File: src/rtl/hazard_sched.sv
// Hazard controller for the 5-stage RV32I pipe: operand forwarding selects,
// load-use / branch stall-flush control, and a memory-wait hold with timeout.
module hazard_sched #(
  parameter int MEM_TIMEOUT = 64,
  parameter int CNT_W       = 32
) (
  input  logic             clk,
  input  logic             reset,
  input  logic [4:0]       rs1D,
  input  logic [4:0]       rs2D,
  input  logic [4:0]       rdD,
  input  logic             reg_writeD,
  input  logic [1:0]       res_srcD,
  input  logic             mem_accD,
  input  logic             pc_srcE,
  input  logic             dmem_ready,
  output logic [1:0]       forwardAE,
  output logic [1:0]       forwardBE,
  output logic             stallF,
  output logic             stallD,
  output logic             flushD,
  output logic             flushE,
  output logic             stall_all,
  output logic             err_timeout,
  output logic [CNT_W-1:0] stall_cycles
);
  localparam int WC_W = $clog2(MEM_TIMEOUT + 1);

  typedef enum logic {S_IDLE, S_WAIT} state_t;

  logic [4:0]       rs1E, rs2E, rdE, rdM, rdW;
  logic             rwE, loadE, memE, rwM, memM, rwW;
  state_t           state;
  logic [WC_W-1:0]  wait_cnt;
  logic             err_q;
  logic [CNT_W-1:0] cnt_q;
  logic             timeout_hit, mem_wait, lw_stall;

  assign timeout_hit = (state == S_WAIT) && (wait_cnt == WC_W'(MEM_TIMEOUT));
  assign mem_wait    = memM && !dmem_ready && !timeout_hit;
  assign lw_stall    = loadE && (rdE != 5'd0) && ((rdE == rs1D) || (rdE == rs2D));

  // Forwards depend only on tracking registers, never on dmem_ready.
  always_comb begin
    forwardAE = 2'b00;
    forwardBE = 2'b00;
    stallF    = 1'b0;
    stallD    = 1'b0;
    flushD    = 1'b0;
    flushE    = 1'b0;
    stall_all = 1'b0;
    if (!reset) begin
      if (rwM && rdM != 5'd0 && rdM == rs1E)      forwardAE = 2'b10;
      else if (rwW && rdW != 5'd0 && rdW == rs1E) forwardAE = 2'b01;
      if (rwM && rdM != 5'd0 && rdM == rs2E)      forwardBE = 2'b10;
      else if (rwW && rdW != 5'd0 && rdW == rs2E) forwardBE = 2'b01;
      if (mem_wait) begin
        stall_all = 1'b1;
        stallF    = 1'b1;
        stallD    = 1'b1;
      end else if (pc_srcE) begin
        flushD = 1'b1;
        flushE = 1'b1;
      end else if (lw_stall) begin
        stallF = 1'b1;
        stallD = 1'b1;
        flushE = 1'b1;
      end
    end
  end

  assign err_timeout  = err_q && !reset;
  assign stall_cycles = reset ? '0 : cnt_q;

  always_ff @(posedge clk) begin
    if (reset) begin
      rs1E <= '0; rs2E <= '0; rdE <= '0; rwE <= 1'b0; loadE <= 1'b0; memE <= 1'b0;
      rdM <= '0; rwM <= 1'b0; memM <= 1'b0;
      rdW <= '0; rwW <= 1'b0;
      state    <= S_IDLE;
      wait_cnt <= '0;
      err_q    <= 1'b0;
      cnt_q    <= '0;
    end else begin
      if (!stall_all) begin
        rdM <= rdE; rwM <= rwE; memM <= memE;
        rdW <= rdM; rwW <= rwM;
        if (flushE) begin
          rs1E <= '0; rs2E <= '0; rdE <= '0; rwE <= 1'b0; loadE <= 1'b0; memE <= 1'b0;
        end else begin
          rs1E  <= rs1D;
          rs2E  <= rs2D;
          rdE   <= rdD;
          rwE   <= reg_writeD;
          loadE <= (res_srcD == 2'b01);
          memE  <= mem_accD;
        end
      end
      case (state)
        S_IDLE:
          if (mem_wait) begin
            state    <= S_WAIT;
            wait_cnt <= WC_W'(1);
          end
        S_WAIT:
          if (timeout_hit) begin
            state <= S_IDLE;
            err_q <= 1'b1;
          end else if (!mem_wait) begin
            state <= S_IDLE;
          end else begin
            wait_cnt <= wait_cnt + 1'b1;
          end
        default: state <= S_IDLE;
      endcase
      if (stallF && cnt_q != '1) cnt_q <= cnt_q + 1'b1;
    end
  end
endmodule
File: config.mk
export PLATFORM = sky130hd
export DESIGN_NAME = hazard_sched
export DESIGN_NICKNAME = d
export VERILOG_FILES = /design/src/rtl/hazard_sched.sv
export SDC_FILE = /design/constraint.sdc
export NUM_CORES = 1
export LEC_CHECK = 0
export CAP_MARGIN = 20
export CORE_MARGIN = 3
export CORE_UTILIZATION = 35
export CTS_CLUSTER_DIAMETER = 200
export DETAILED_ROUTE_END_ITERATION = 8
export GPL_ROUTABILITY_DRIVEN = 0
export PLACE_DENSITY = 0.58
export SETUP_SLACK_MARGIN = 0.5
export SYNTH_ARGS = -nofsm -noshare
export SYNTH_HDL_FRONTEND = slang
export SYNTH_SLANG_ARGS = --single-unit
File: constraint.sdc
create_clock -name clk -period 2.7 [get_ports clk]
set_input_delay 0.27 -clock clk [delete_from_list [all_inputs] [get_ports clk]]
set_output_delay 0.27 -clock clk [all_outputs]
set_load 0.05 [all_outputs]
Word-level counts from Yosys, hierarchy flattened

Cells that the tools add are included.

Add/sub/neg operators: 2
Multiply operators: 0
Divide/modulo/power cells: 0
Magnitude comparators: 0
Equal/unequal tests: 12
Shift-type cells: 0
Multiplexer cells: 31
Bitwise operators: 1
Reductions and logical operators: 22

Operators by type and width:

| cell                  | count |
|---|---|
| $add 32x1->32 const B | 1 |
| $mux 32               | 1 |
| $ne 32x32->1 const B  | 1 |
| $eq 5x5->1            | 6 |
| $mux 7                | 3 |
| $mux 1                | 18 |
| $mux 5                | 3 |
| $reduce_bool 5->1     | 3 |
| $pmux 7 s2            | 1 |
| $logic_and 1x1->1     | 13 |
| $mux 2                | 4 |
| $add 7x1->7 const B   | 1 |
| $eq 7x7->1 const B    | 1 |
| $ne 2x2->1 const B    | 2 |
| $logic_not 1->1       | 3 |
| $reduce_and 3->1      | 1 |
| $eq 2x1->1 const B    | 1 |
| $ne 2x1->1 const B    | 1 |
| $pmux 1 s2            | 1 |
| $reduce_and 2->1      | 1 |
| $logic_or 1x1->1      | 1 |
| $not 1->1             | 1 |

Register bits: 72
Bits in latches: 0
Bits in writable memories: 0
Bits in read-only memories: 0
Bits of input ports: 23
Output and inout port bits: 42
Word-level logic and storage cells: 83
Memories kept: 0

Logic depth before layout (Yosys ltp)

Depth in word-level cells: 8
Depth in mapped cells: 10
Depth with buffers taken out: 8

Worst setup path after synthesis

Ideal clock, no wire load.

Path kind: register to output
Start point: register rdM[1]
End point: output forwardAE[0]
Arrival time: 2803 ps
Required time: 2430 ps
Slack: -373 ps
Stages on the path, launching flop included: 5
Cell sequence: dfxtp_1 -> or4_1 -> o21ai_0 -> nor3_1 -> nor4_1

Longest elaborated chain between the ends: 5
Elaborated cells on any way between the ends: 6
Classes of those cells: eq/ne (1); mux (2); reduce/logical (3)

Ends and longest elaborated chain:

| element                | line | RTL |
|---|---|---|
| start, declared        | 31   | `logic [4:0] rs1E, rs2E, rdE, rdM, rdW;` |
| start signal, assigned | 86   | `rdM <= rdE; rwM <= rwE; memM <= memE;` |
| $reduce_bool 5->1      | 53   | `if (rwM && rdM != 5'd0 && rdM == rs1E) forwardAE = 2'b10;` |
| $logic_and 1x1->1      | 53   |  |
| $logic_and 1x1->1 *    | 53   |  |
| $mux 2 *               | 53   |  |
| $mux 2 *               | 52   | `if (!reset) begin` |
| end, declared          | 17   | `output logic [1:0] forwardAE,` |

Mark *: on every way between the ends. The rest lies on a longest branch, timed or not.

Final worst setup path

Start point: register rdE[4]
End point: register cnt_q[31]

Longest elaborated chain between the ends: 8
Elaborated cells on any way between the ends: 11
Classes of those cells: eq/ne (2); mux (4); reduce/logical (5)

Ends and longest elaborated chain:

| element                                                      | line | RTL |
|---|---|---|
| start, declared                                              | 31   |  |
| start signal, assigned                                       | 93   | `rdE <= rdD;` |
| $eq 5x5->1 / $reduce_bool 5->1 (equally long branches)       | 41   | `assign lw_stall = loadE && (rdE != 5'd0) && ((rdE == rs1D) \|\| (rdE == rs2D));` |
| $logic_or 1x1->1 / $logic_and 1x1->1 (equally long branches) | 41   |  |
| $logic_and 1x1->1 *                                          | 41   |  |
| $mux 1 *                                                     | 64   | `end else if (lw_stall) begin` |
| $mux 1 *                                                     | 61   | `end else if (pc_srcE) begin` |
| $mux 1 *                                                     | 57   | `if (mem_wait) begin` |
| $mux 1 *                                                     | 52   |  |
| $logic_and 1x1->1 *                                          | 116  | `if (stallF && cnt_q != '1) cnt_q <= cnt_q + 1'b1;` |
| end signal, assigned                                         | 116  |  |
| end, declared                                                | 36   | `logic [CNT_W-1:0] cnt_q;` |

Marked as above.
A chain may end at the register's enable or synchronous reset.

==> summary.txt <==
Finish
  • Final cell count without fillers: 638
  • Layout cells sized above 1: 27.7%
  • Net count reported at finish: 526
  • Cell area after layout: 5220 um2
  • Area Growth Syn to Fin: 45.5%
  • Commonest cells after routing, fill and taps aside: nor2_1 (54), clkdlybuf4s50_1 (53), dfxtp_1 (48)
  • Ant diodes: 0
  • Layout Utilization: 53.0%
  • Commonest non-fill, non-tap cell in the layout: nor2_1

Worst setup path
  • Max stage delay on crit path: 0.51 ns
  • CP max FO: 5
  • CP Cell Sequence: nor2_1 > a211o_1 > a21oi_2 > o211ai_1 > buf_4 > or4_4 > mux2_4
  • R2r setup slk: 0.47 ns
  • Crit path kind: flip-flop to flip-flop
  • CP bufs+invs: 1
  • Critical path's top delay family: compound AO/OA/AOI/OAI gates
  • CP Data Required Time: 2.94 ns
  • Startpoint Class: flip-flop
  • Reg2reg end: cnt_q[31]$_SDFFE_PP0P_
  • Critical Path AT: 2.46 ns
  • FF-to-FF path depth: 7
  • FF-to-FF Start: rdE[4]$_SDFFE_PP0N_
  • Crit-path slowest cell: or4_4
  • Setup crit end kind: flip-flop

Place
  • Input/output buffers: 64
  • Placed insts: 605
  • Post-DP Area: 4580 um2
  • Post-detail-place hpwl: 6540 um

Synth
  • Synth Flop Type: dfxtp_1
  • Synth Instances: 414
  • Async S/R FF share, synth: 0%
  • Synth warnings: 0
  • Post-synth EDFFs: 0
  • Seq/Total Area, Yosys: 40.1%
  • Synth Net Count: 440
  • Syn Area/Cell: 8.67 um2
  • Yosys cell types: 40
  • Post-Syn Area: 3590 um2
  • Synthesized flop and latch total: 72

STA
  • RSZ-0062 raised after global routing: yes
  • Top achievable clock speed: 449 MHz
  • Period utilization: 82.4%
  • Relative slew slack: 65.7%
  • Setup Viol. Count Final: 0
  • Hold Fails Final Rpt: 0
  • Period minus WS final: 2.23 ns
  • Hold WS: 0.321 ns
  • Final Skew: 0.00864 ns
  • Slew Limit Fails: 0
  • Worst-margin pin slew: 0.514 ns

Flow run
  • Max Cap Viol: 0

Hold path
  • Worst Hold Launch: rs1D[0]
  • Worst hold path endpoint: rs1E[0]$_SDFFE_PP0N_
  • Hold Path Cell Cnt: 2
  • Worst hold path class: primary input to flip-flop

Clocking
  • Reg clk slew, reported paths: 0.07 ns
  • CTS Hold Bufs: 0
  • H-tree depth: 3
  • Clk buf depth: 2
  • Clock Latency Late Sink: 0.34 ns
  • CTS Root Cell: clkbuf_8
  • CTS Buf Count: 9
  • CTS tree: built
  • Clock sink total: 72

Pwr
  • Combinational Power Share: 9.2%
  • Pwr Total: 2.24 mW
  • Sequential power share: 48.9%
  • Share of power burned in the clock network: 41.9%
  • Worst vdd ir: 0.311 mV
  • Pwr/cell area: 428 nW/um2
  • Internal Pwr Total: 1.72 mW
  • Net Switching: 0.515 mW
  • Leak: 1.99 nW
  • Switch share: 23.0%

Routing
  • Routed via count: 3241
  • DRT Pass-1 Iters: 4
  • DRT antenna net count: 0
  • Vias per cell: 5.08
  • Routed length per instance: 14.4 um
  • Final wirelength: 9190 um
  • DRT iter0 DRCs: 80
  • DRC: 0

Die
  • DIE AREA: 11500 um2
  • Initial Util: 36.4%
  • Ports: 65
  • Total core area: 9860 um2
  • Die width: 107 um
  • Row cnt: 36
  • Die height: 107 um

Global routing
  • Total gr overflow: 0
  • Global-route wire length before repair: 15100 um
  • Antenna violations before repair: 0
  • Largest net degree at the start of global routing: 72
  • Total track usage: 16.3%
  • Vias in the first global route: 3134

Run status
  • Status: finished, final reports clean
sequential cells by signal (all words and copies together), names as in the netlist:
| register | cells |
|---|---|
| rwM | 1 |
| err_q | 1 |
| rdM | 5 |
| memM | 1 |
| memE | 1 |
| state | 1 |
| wait_cnt | 7 |
| rwW | 1 |
| rdW | 5 |
| rs2E | 5 |
| rdE | 5 |
| rwE | 1 |
| rs1E | 5 |
| loadE | 1 |
| cnt_q | 32 |
worst reg2reg max path, stage by stage, from the launching register on:
cell      delay, ns
dfxtp_2        0.41
nor2_1         0.08
a211o_1        0.34
a21oi_2        0.14
o211ai_1       0.14
buf_4          0.19
or4_4          0.52
mux2_4         0.30
power by group through the flow:
stage               Combinational (mW)  Clock, mW  Sequential (mW)
floorplan                        0.103          0             1.12
global placement                 0.166          0             1.13
detailed placement               0.170          0             1.12
CTS                              0.190      0.961             1.10
global route                     0.225       1.02             1.10
finish                           0.206      0.936             1.09
through the flow:
stage / setup slack (ns) / setup TNS [ns]
2_1_floorplan: 0.0389 / 0
3_3_place_gp: -0.0539 / -0.0855
3_5_place_dp: -0.129 / -0.376
4_1_cts: 0.430 / 0
5_1_grt: 0.395 / 0
6_report: 0.474 / 0
cell families after synthesis:
group           after synthesis  share of synthesized area, %
mux                          32                          9.58
xor+xnor                     36                          8.78
simple gates                186                          26.8
fa+ha+maj                     3                          1.05
buf+inv                      34                          3.80
compound gates               51                          9.90
flops                        72                          40.1
layout make-up:
class,count,area (um2)
sequential,72,1500
timing repair buffer,96,956
inverter,13,48.8
multi-input combinational,308,2340
clock inverter,3,65.1
clock buffer,13,149
fill,913,4640
tap,133,166
cell usage after synthesis (all sizes together), types with 6 or more instances:
library cell / number / area, um2
inv: 13 / 48.8
nor4: 15 / 93.8
o21ai: 13 / 65.1
mux2: 19 / 214
nand3: 23 / 115
xnor2: 23 / 201
a21oi: 8 / 40.0
buf: 8 / 38.8
nand4: 6 / 43.8
dfxtp: 72 / 1440
clkbuf: 13 / 48.8
xor2: 13 / 114
a22o: 17 / 149
mux2i: 13 / 130
nor3: 11 / 55.1
nand2: 22 / 82.6
nor2: 55 / 206
or4: 10 / 75.1
nor2b: 27 / 169
repair_timing:
item                       in CTS  in global routing
setup endpoints to repair      36                 38
pin swaps                       8                  7
resized for setup              53                 39
setup buffers                   9                  8
per-layer routing:
layer | global-route usage, % | vias up | wire, um
met3 | 4.80 | 12 | 486
li1 | - | 1635 | -
met4 | 4.20 | 0 | 143
met2 | 27.1 | 76 | 4360
met1 | 20.7 | 1518 | 4210
met5 | 0 | - | 0
worst max-delay path by stage:
stage	startpoint	slack, ns	cells past startpoint	endpoint
finish	rdE[4]$_SDFFE_PP0N_	0.47	7	cnt_q[31]$_SDFFE_PP0P_
global route	rdW[0]$_SDFFE_PP0N_	0.39	4	forwardBE[0]
CTS	rdM[1]$_SDFFE_PP0N_	0.43	5	forwardBE[0]
detailed placement	rs1D[0]	-0.13	8	cnt_q[10]$_SDFFE_PP0P_
global placement	rs1D[2]	-0.05	8	cnt_q[5]$_SDFFE_PP0P_
floorplan	reset	0.04	4	forwardAE[1]
Power figures use the tool's default switching activity.
